<file path="src/rtl/mips_pkg.sv">
// Shared constants and types for the MIPS writeback path.
// Register-file geometry, zero register and writeback source ids.
package mips_pkg;

  localparam int DATA_W   = 32;
  localparam int ADDR_W   = 3;
  localparam int CNT_W    = 2;
  localparam int NUM_REGS = 8;

  localparam logic [ADDR_W-1:0] ZERO_REG = 3'b000;

  typedef enum logic {
    REQ_ALU = 1'b0,
    REQ_LD  = 1'b1
  } req_id_e;

  function automatic logic [1:0] id_onehot(req_id_e id);
    return (id == REQ_ALU) ? 2'b01 : 2'b10;
  endfunction

endpackage

</file>
<file path="src/rtl/mips_rr_arbiter2.sv">
// Two-way round-robin grant with its priority pointer.
// The pointer flips to the other side after every grant.
module mips_rr_arbiter2
  import mips_pkg::*;
(
  input  logic       clk,
  input  logic       rst_n,
  input  logic       i_hold,
  input  logic [1:0] i_req,
  output logic [1:0] o_gnt
);

  req_id_e    r_ptr;
  logic [1:0] w_gnt;
  logic       w_both;

  assign w_both = i_req[0] & i_req[1];

  // grant decode: hold masks everything, contention goes to the pointer
  always_comb begin
    w_gnt = 2'b00;
    unique case (1'b1)
      i_hold:                       w_gnt = 2'b00;
      (!i_hold && w_both):          w_gnt = id_onehot(r_ptr);
      (!i_hold && i_req == 2'b01):  w_gnt = 2'b01;
      (!i_hold && i_req == 2'b10):  w_gnt = 2'b10;
      default:                      w_gnt = 2'b00;
    endcase
  end

  assign o_gnt = w_gnt;

  // pointer moves to the side that was not just served
  always_ff @(posedge clk or negedge rst_n) begin
    if (!rst_n) begin
      r_ptr <= REQ_ALU;
    end else if (w_gnt[0]) begin
      r_ptr <= REQ_LD;
    end else if (w_gnt[1]) begin
      r_ptr <= REQ_ALU;
    end
  end

endmodule

</file>
<file path="src/rtl/mips_regfile_write_arbiter.sv">
// Shares the register-file write port between ALU and load writeback.
// Registered write outputs plus a per-register outstanding-write scoreboard.
module mips_regfile_write_arbiter
  import mips_pkg::*;
#(
  parameter int DATA_W = mips_pkg::DATA_W,
  parameter int ADDR_W = mips_pkg::ADDR_W,
  parameter int CNT_W  = mips_pkg::CNT_W
) (
  input  logic                    clk,
  input  logic                    rst_n,
  input  logic                    hold,
  input  logic                    req0_valid,
  input  logic [ADDR_W-1:0]       req0_reg,
  input  logic [DATA_W-1:0]       req0_data,
  output logic                    req0_ready,
  input  logic                    req1_valid,
  input  logic [ADDR_W-1:0]       req1_reg,
  input  logic [DATA_W-1:0]       req1_data,
  output logic                    req1_ready,
  input  logic                    rsv_valid,
  input  logic [ADDR_W-1:0]       rsv_reg,
  output logic                    rsv_ready,
  output logic [ADDR_W-1:0]       write_reg,
  output logic [DATA_W-1:0]       write_data,
  output logic                    signal_reg_write,
  output logic [(1<<ADDR_W)-1:0]  busy_mask,
  output logic                    err_underflow
);

  localparam int NREG = 1 << ADDR_W;

  logic [1:0]        w_gnt;
  logic              w_gnt_any;
  logic [ADDR_W-1:0] w_gnt_reg;
  logic [DATA_W-1:0] w_gnt_data;
  logic              w_gnt_live;
  logic              w_sat;
  logic              w_same;
  logic              w_rsv_acc;
  logic              w_uflow;
  logic [CNT_W-1:0]  w_cnt [NREG];

  logic [ADDR_W-1:0] r_wreg;
  logic [DATA_W-1:0] r_wdata;
  logic              r_wen;
  logic              r_err;

  mips_rr_arbiter2 u_arb (
    .clk    (clk),
    .rst_n  (rst_n),
    .i_hold (hold),
    .i_req  ({req1_valid, req0_valid}),
    .o_gnt  (w_gnt)
  );

  assign req0_ready = w_gnt[0];
  assign req1_ready = w_gnt[1];
  assign w_gnt_any  = |w_gnt;
  assign w_gnt_reg  = w_gnt[1] ? req1_reg  : req0_reg;
  assign w_gnt_data = w_gnt[1] ? req1_data : req0_data;

  // r0 grants are swallowed: no write, no scoreboard effect
  assign w_gnt_live = w_gnt_any && (w_gnt_reg != ZERO_REG);

  assign w_sat  = (w_cnt[rsv_reg] == {CNT_W{1'b1}});
  assign w_same = w_gnt_live && (w_gnt_reg == rsv_reg);

  assign rsv_ready = (rsv_reg == ZERO_REG) | ~w_sat | w_same;

  assign w_rsv_acc = rsv_valid && rsv_ready
                  && (rsv_reg != ZERO_REG);

  // a completion cancelled by a same-register reserve never underflows
  assign w_uflow = w_gnt_live
                && !(w_rsv_acc && (rsv_reg == w_gnt_reg))
                && (w_cnt[w_gnt_reg] == '0);

  // output register: held stable across the file's negedge write
  always_ff @(posedge clk or negedge rst_n) begin
    if (!rst_n) begin
      r_wreg  <= '0;
      r_wdata <= '0;
      r_wen   <= 1'b0;
    end else begin
      r_wen <= w_gnt_live;
      if (w_gnt_live) begin
        r_wreg  <= w_gnt_reg;
        r_wdata <= w_gnt_data;
      end
    end
  end

  // sticky underflow flag
  always_ff @(posedge clk or negedge rst_n) begin
    if (!rst_n) begin
      r_err <= 1'b0;
    end else if (w_uflow) begin
      r_err <= 1'b1;
    end
  end

  for (genvar g = 0; g < NREG; g++) begin : g_sb
    localparam logic [ADDR_W-1:0] IDX = ADDR_W'(g);

    logic             w_inc;
    logic             w_dec;
    logic [CNT_W-1:0] r_cnt;

    assign w_inc = w_rsv_acc && (rsv_reg == IDX);
    assign w_dec = w_gnt_live && (w_gnt_reg == IDX);

    // outstanding-write count; inc and dec together cancel
    always_ff @(posedge clk or negedge rst_n) begin
      if (!rst_n) begin
        r_cnt <= '0;
      end else if (w_inc && !w_dec) begin
        r_cnt <= r_cnt + CNT_W'(1);
      end else if (w_dec && !w_inc && r_cnt != '0) begin
        r_cnt <= r_cnt - CNT_W'(1);
      end
    end

    assign w_cnt[g]     = r_cnt;
    assign busy_mask[g] = (IDX != ZERO_REG) && (r_cnt != '0);
  end

  assign write_reg        = r_wreg;
  assign write_data       = r_wdata;
  assign signal_reg_write = r_wen;
  assign err_underflow    = r_err;

endmodule
</file>
<file path="config.mk">
export PLATFORM = sky130hd
export DESIGN_NAME = mips_regfile_write_arbiter
export DESIGN_NICKNAME = d
export VERILOG_FILES = /design/src/rtl/mips_pkg.sv /design/src/rtl/mips_rr_arbiter2.sv /design/src/rtl/mips_regfile_write_arbiter.sv
export SDC_FILE = /design/constraint.sdc
export NUM_CORES = 1
export LEC_CHECK = 0
export ABC_AREA = 1
export CAP_MARGIN = 25
export CORE_UTILIZATION = 43
export CTS_CLUSTER_DIAMETER = 60
export DETAILED_ROUTE_END_ITERATION = 6
export GPL_TIMING_DRIVEN = 0
export HOLD_SLACK_MARGIN = 0.12
export PLACE_DENSITY_LB_ADDON = 0.25
export RECOVER_POWER = 100
export SLEW_MARGIN = 20
export SYNTH_ARGS = -nofsm -noshare
export SYNTH_HDL_FRONTEND = slang
export SYNTH_SLANG_ARGS = --single-unit
</file>
<file path="constraint.sdc">
create_clock -name clk -period 2.22 [get_ports clk]
set_input_delay 0.444 -clock clk [delete_from_list [all_inputs] [get_ports clk]]
set_output_delay 0.444 -clock clk [all_outputs]
set_load 0.01 [all_outputs]
</file>
# Word-level counts from Yosys, hierarchy flattened
# Index checks and enable logic that the tools add are counted.
# Widths: inputs -> output; s select.
# totals
register_bits,54
out_inout_bits,48
word_cells,175
input_bits,79
# op_classes
eq_ne,19
n_mux,28
add_sub_neg,16
bitwise_logic,6
reduce_logical,91
magnitude_cmp,2
# op_table
operator,count
$logic_and 1x1->1,50
$mux 2,21
$reduce_bool 2->1,17
$mux 32,1
$eq 3x3->1 const B,8
$logic_not 1->1,18
$add 2x1->2 const B,8
$sub 2x1->2 const B,8
$bmux 2 s3,2
$eq 3x2->1 const B,4
$ge 4x4->1 const B,2
$not 3->4,2
$eq 3x1->1 const B,2
$eq 3x3->1,2
$logic_not 3->1,2
$pmux 2 s3,1
$reduce_bool 3->1,2
$eq 2x2->1 const B,2
$mux 3,1
$eq 2x1->1 const B,1
$logic_not 2->1,1
$mux 1,2
$or 1x1->1,2
$reduce_or 2->1,1
other kinds (2),2

# Longest topological paths before layout
# depth
ltp_word,16
depth_mapped,17
mapped_depth_nobuf,15

# Modules after synthesis
# Synthesis repeated with hierarchy kept, for this count alone.
# hier_totals
cells_unflattened,429
area_unflattened_um2,3116.7
# by_module_without_submodules
module,n_inst,area_per_inst_um2,seq_area_each_um2,cells_per_inst
mips_regfile_write_arbiter,1,3051.7,1326.3,419
mips_rr_arbiter2,1,65.1,25.0,10

# Worst setup path before layout
# Ideal clock, no wire load.
# synth_path
path_kind,in2out
startpoint,input port req1_valid
endpoint,output port rsv_ready
slack_ns,0.301
n_path_buf,2
arrival_time_ns,1.475
stages,10
required_ns,1.776
path_cell_list,inv_1 > nor2_4 > nand2_2 > buf_6 > nand2_2 > nand3_2 > nand3_2 > nand3_2 > nand2_4 > buf_8
# synth_via
elab_chain_len,8
elab_cells_between_ends,14
cone_classes,3 x eq/ne; 2 x mux; 2 x bitwise; 7 x reduce/logical
# synth_lines
item,line,text
start: declaration,mips_regfile_write_arbiter.sv:17,"input logic req1_valid,"
$eq 2x2->1 (tied with other cells),mips_rr_arbiter2.sv:26,(!i_hold && i_req == 2'b10): w_gnt = 2'b10;
$logic_and 1x1->1 (on tied branches),"mips_rr_arbiter2.sv:26, mips_rr_arbiter2.sv:24, mips_rr_arbiter2.sv:25",
$pmux 2 s3 *,mips_rr_arbiter2.sv:22,unique case (1'b1)
$mux 3,mips_regfile_write_arbiter.sv:60,assign w_gnt_reg = w_gnt[1] ? req1_reg : req0_reg;
$reduce_bool 3->1,mips_regfile_write_arbiter.sv:64,assign w_gnt_live = w_gnt_any && (w_gnt_reg != ZERO_REG);
$logic_and 1x1->1,mips_regfile_write_arbiter.sv:64,
$logic_and 1x1->1 *,mips_regfile_write_arbiter.sv:67,assign w_same = w_gnt_live && (w_gnt_reg == rsv_reg);
$or 1x1->1 *,mips_regfile_write_arbiter.sv:69,assign rsv_ready = (rsv_reg == ZERO_REG) | ~w_sat | w_same;
end: declaration,mips_regfile_write_arbiter.sv:23,"output logic rsv_ready,"
# Mark *: on every way between the ends. The rest lies on a longest branch, timed or not.

# Worst setup path after layout
# layout_path
startpoint,input port req1_reg[2]
endpoint,output port rsv_ready
# layout_via
elab_chain_len,5
elab_cells_between_ends,6
cone_classes,1 x eq/ne; 1 x mux; 1 x bitwise; 3 x reduce/logical
# layout_lines
item,line,text
start: declaration,mips_regfile_write_arbiter.sv:18,"input logic [ADDR_W-1:0] req1_reg,"
$mux 3 *,mips_regfile_write_arbiter.sv:60,
$reduce_bool 3->1,mips_regfile_write_arbiter.sv:64,
$logic_and 1x1->1,mips_regfile_write_arbiter.sv:64,
$logic_and 1x1->1 *,mips_regfile_write_arbiter.sv:67,
$or 1x1->1 *,mips_regfile_write_arbiter.sv:69,
# Marks and branches as above.

==> impl_metrics.yaml <==
critical_path:
  r2r_slack_ns: 0.15
  cp-start-kind: "primary input"
  endpoint_kind: "output port"
  worstPathRequired_ns: 1.78
  cp.arrival_ns: 1.81
  path_max_fanout: 4
  critPathKind: "primary input to output port"
final_layout:
  antennaDiodeCount: 0
  syn_to_final_growth_pct: 54.04
  final.fill_count: 593
  largest_register_ffs: 32
  drive_above_1_share: 0.1201
  final_nets: 644
  finalNonFillerCells: 662
logic_synthesis:
  synth_ff_type: "dfrtp_1"
  synth_top_area_frac: 0.4424
  synth-edff-count: 0
  ys_seq_area_frac: 0.4424
  synthCells: 416
  yosysUniqueCellTypes: 26
  yosys-top-cells-area: "dfrtp_1 44%, nand2_1 15%, nor2_1 7.0%, a31oi_1 6.6%, nand3_1 6.2%"
  synth_fp_nets: 495
  synth_area_per_cell_um2: 7.342
  async_reset_ff_frac: 1.000
  synth_common_cells: "126 x nand2_1, 57 x nor2_1, 54 x dfrtp_1, 41 x inv_1, 38 x nand3_1"
  synth_area_leader_cell: "dfrtp_1"
  synth.most_common_cell: "nand2_1"
  yosys_warnings: 0
  netlist_area_um2: 3054
  ys_ff_latch: 54
pwr:
  ir_worst_vdd_mv: 0.3578
  power_density_nw_per_um2: 765.9
  total_power_mw: 3.603
  p_leak_nw: 2.126
timing:
  period_needed_ns: 2.252
  hold_viol: 0
  rsz0062_at_grt: "true"
  relSlewSlack: 0.1088
  worst_pin_slew_ns: 1.337
  skew_ns: 0.008670
  max_freq_mhz: 444.0
  min_period_over_period: 1.015
  drv_slew: 0
  final-setup-viol-count: 1
  fin_ws_ns: -0.03241
  hold-worst-slack_ns: 0.4191
clocking:
  cts-hold-fix-buffers: 0
  cts-root-buf: "clkbuf_8"
  htreeDepth: 2
  clockBufferDepth: 2
  clkTransAtPathRegs_ns: 0.10
  cts_tree: "built"
  cts_sinks: 54
  clock_latency_ns: 0.31
  numCtsBuffers: 5
die:
  die_x_um: 86.28
  core_um2: 6832
  rows: 30
  ioPinCount: 127
  die_h_um: 86.28
  floorplan.initialDensity: 0.4471
  dieArea_um2: 7443
global_route:
  grt-ovfl-total: 0
  grt_max_degree: 55
  grt_pass1_vias: 3470
  grt_use_total: 0.2646
  grt_pass1_wl_um: 15580
  antenna_found_initial: 0
place:
  port_buffers: 124
  place_inst: 636
  place.detailed.hpwl_um: 6891
  place.gp.congestion: 0.9322
  pre_cts_ws_ns: -0.9854
routing:
  drcViolationCount: 0
  wirelength_um: 9310
  drt_iter0_drc: 191
  detail-route-antenna-nets: 0
  dr_total_vias: 3415
  via_per_inst: 5.159
  wl_per_cell_um: 14.06
  drt_first_pass_iters: 4
job:
  cap_violations: 0
outcome:
  status: "complete, but fails checks"
  violations: "setup timing"
worst_hold_path:
  hold_class: "primary input to async pin"
## what timing repair did
action | in CTS | in global routing
setup buffers | 15 | 4
endpoints found under the setup margin | 17 | 1
pin swaps | 12 | 3
resized for setup | 39 | 4
## final timing paths
| kind | to | start | cells after the start |
|---|---|---|---|
| setup / recovery | rsv_ready | req1_reg[2] | 10 |
| hold / removal | write_data[14]$_DFFE_PN0P_ | rst_n | 1 |
| setup reg to reg | write_data[2]$_DFFE_PN0P_ | u_arb.r_ptr$_DFFE_PN0P_ | 12 |
| hold reg to reg | g_sb[0].r_cnt[0]$_DFFE_PN0P_ | g_sb[0].r_cnt[0]$_DFFE_PN0P_ | 1 |
| max in group asynchronous | signal_reg_write$_DFF_PN0_ | rst_n | 1 |
| min in group clk | g_sb[0].r_cnt[0]$_DFFE_PN0P_ | g_sb[0].r_cnt[0]$_DFFE_PN0P_ | 1 |
## cell families after synthesis
family          count (synthesis)  synth area share
compound gates                 54            0.1057
buf+inv                        62           0.08603
flops                          54            0.4424
other cells                     1          0.001228
simple gates                  245            0.3646
## stage by stage
step                        util  setup TNS [ns]  cell area [µm²]
after detailed placement  0.6460          -17.94             4413
after global routing      0.6886         -0.2560             4705
final                     0.6886        -0.03241             4705
after floorplan                -               0             3054
after global placement    0.6463          -68.46             4415
after CTS                 0.6897               0             4712
## cells in the final DEF, fill, tap and decap left out, types with 4 or more instances in the layout
master,netlist,routed
dfrtp_1,54,54
dlygate4sd3_1,0,45
o21ai_0,8,11
clkdlybuf4s50_1,0,70
buf_4,1,20
inv_1,41,36
o21ai_1,7,4
buf_2,6,4
nor2_1,57,54
nand4_1,2,7
clkbuf_1,11,11
clkbuf_8,0,5
nand2_1,126,121
a31oi_1,32,32
inv_2,1,5
nand3_1,38,40
nand2_4,2,8
## report_power, final
part	switching, mW	internal [mW]	leakage [nW]
Sequential	0.186	1.24	0.629
Clock	0.335	0.339	0.0585
Combinational	0.789	0.711	1.44
Total	1.31	2.29	2.13
## layout make-up
cell class	count	area (µm²)	area share
inverter	42	161.4	0.03431
sequential	54	1351	0.2872
tap	96	120.1	0.02553
multi-input combinational	300	1480	0.3146
clock buffer	5	68.82	0.01463
clock inverter	3	43.79	0.009309
buffer	19	103.9	0.02207
timing repair buffer	143	1375	0.2923
## worst max-delay path, stage by stage
cell and delay (ns):
clkdlybuf4s50_1 0.40, nand3b_1 0.27, nand2_4 0.16, inv_2 0.05, nand2_2 0.07, nand2_4 0.06
nand3_4 0.08, nand2_4 0.06, buf_8 0.11, buf_6 0.11
## layer usage
layer | global-route usage | part of all wire
met1 | 0.3037 | 0.40
met2 | 0.4618 | 0.49
met3 | 0.08286 | 0.088
met4 | 0.1000 | 0.026
met5 | 0 | 0
(Power assumes the default switching activity.)
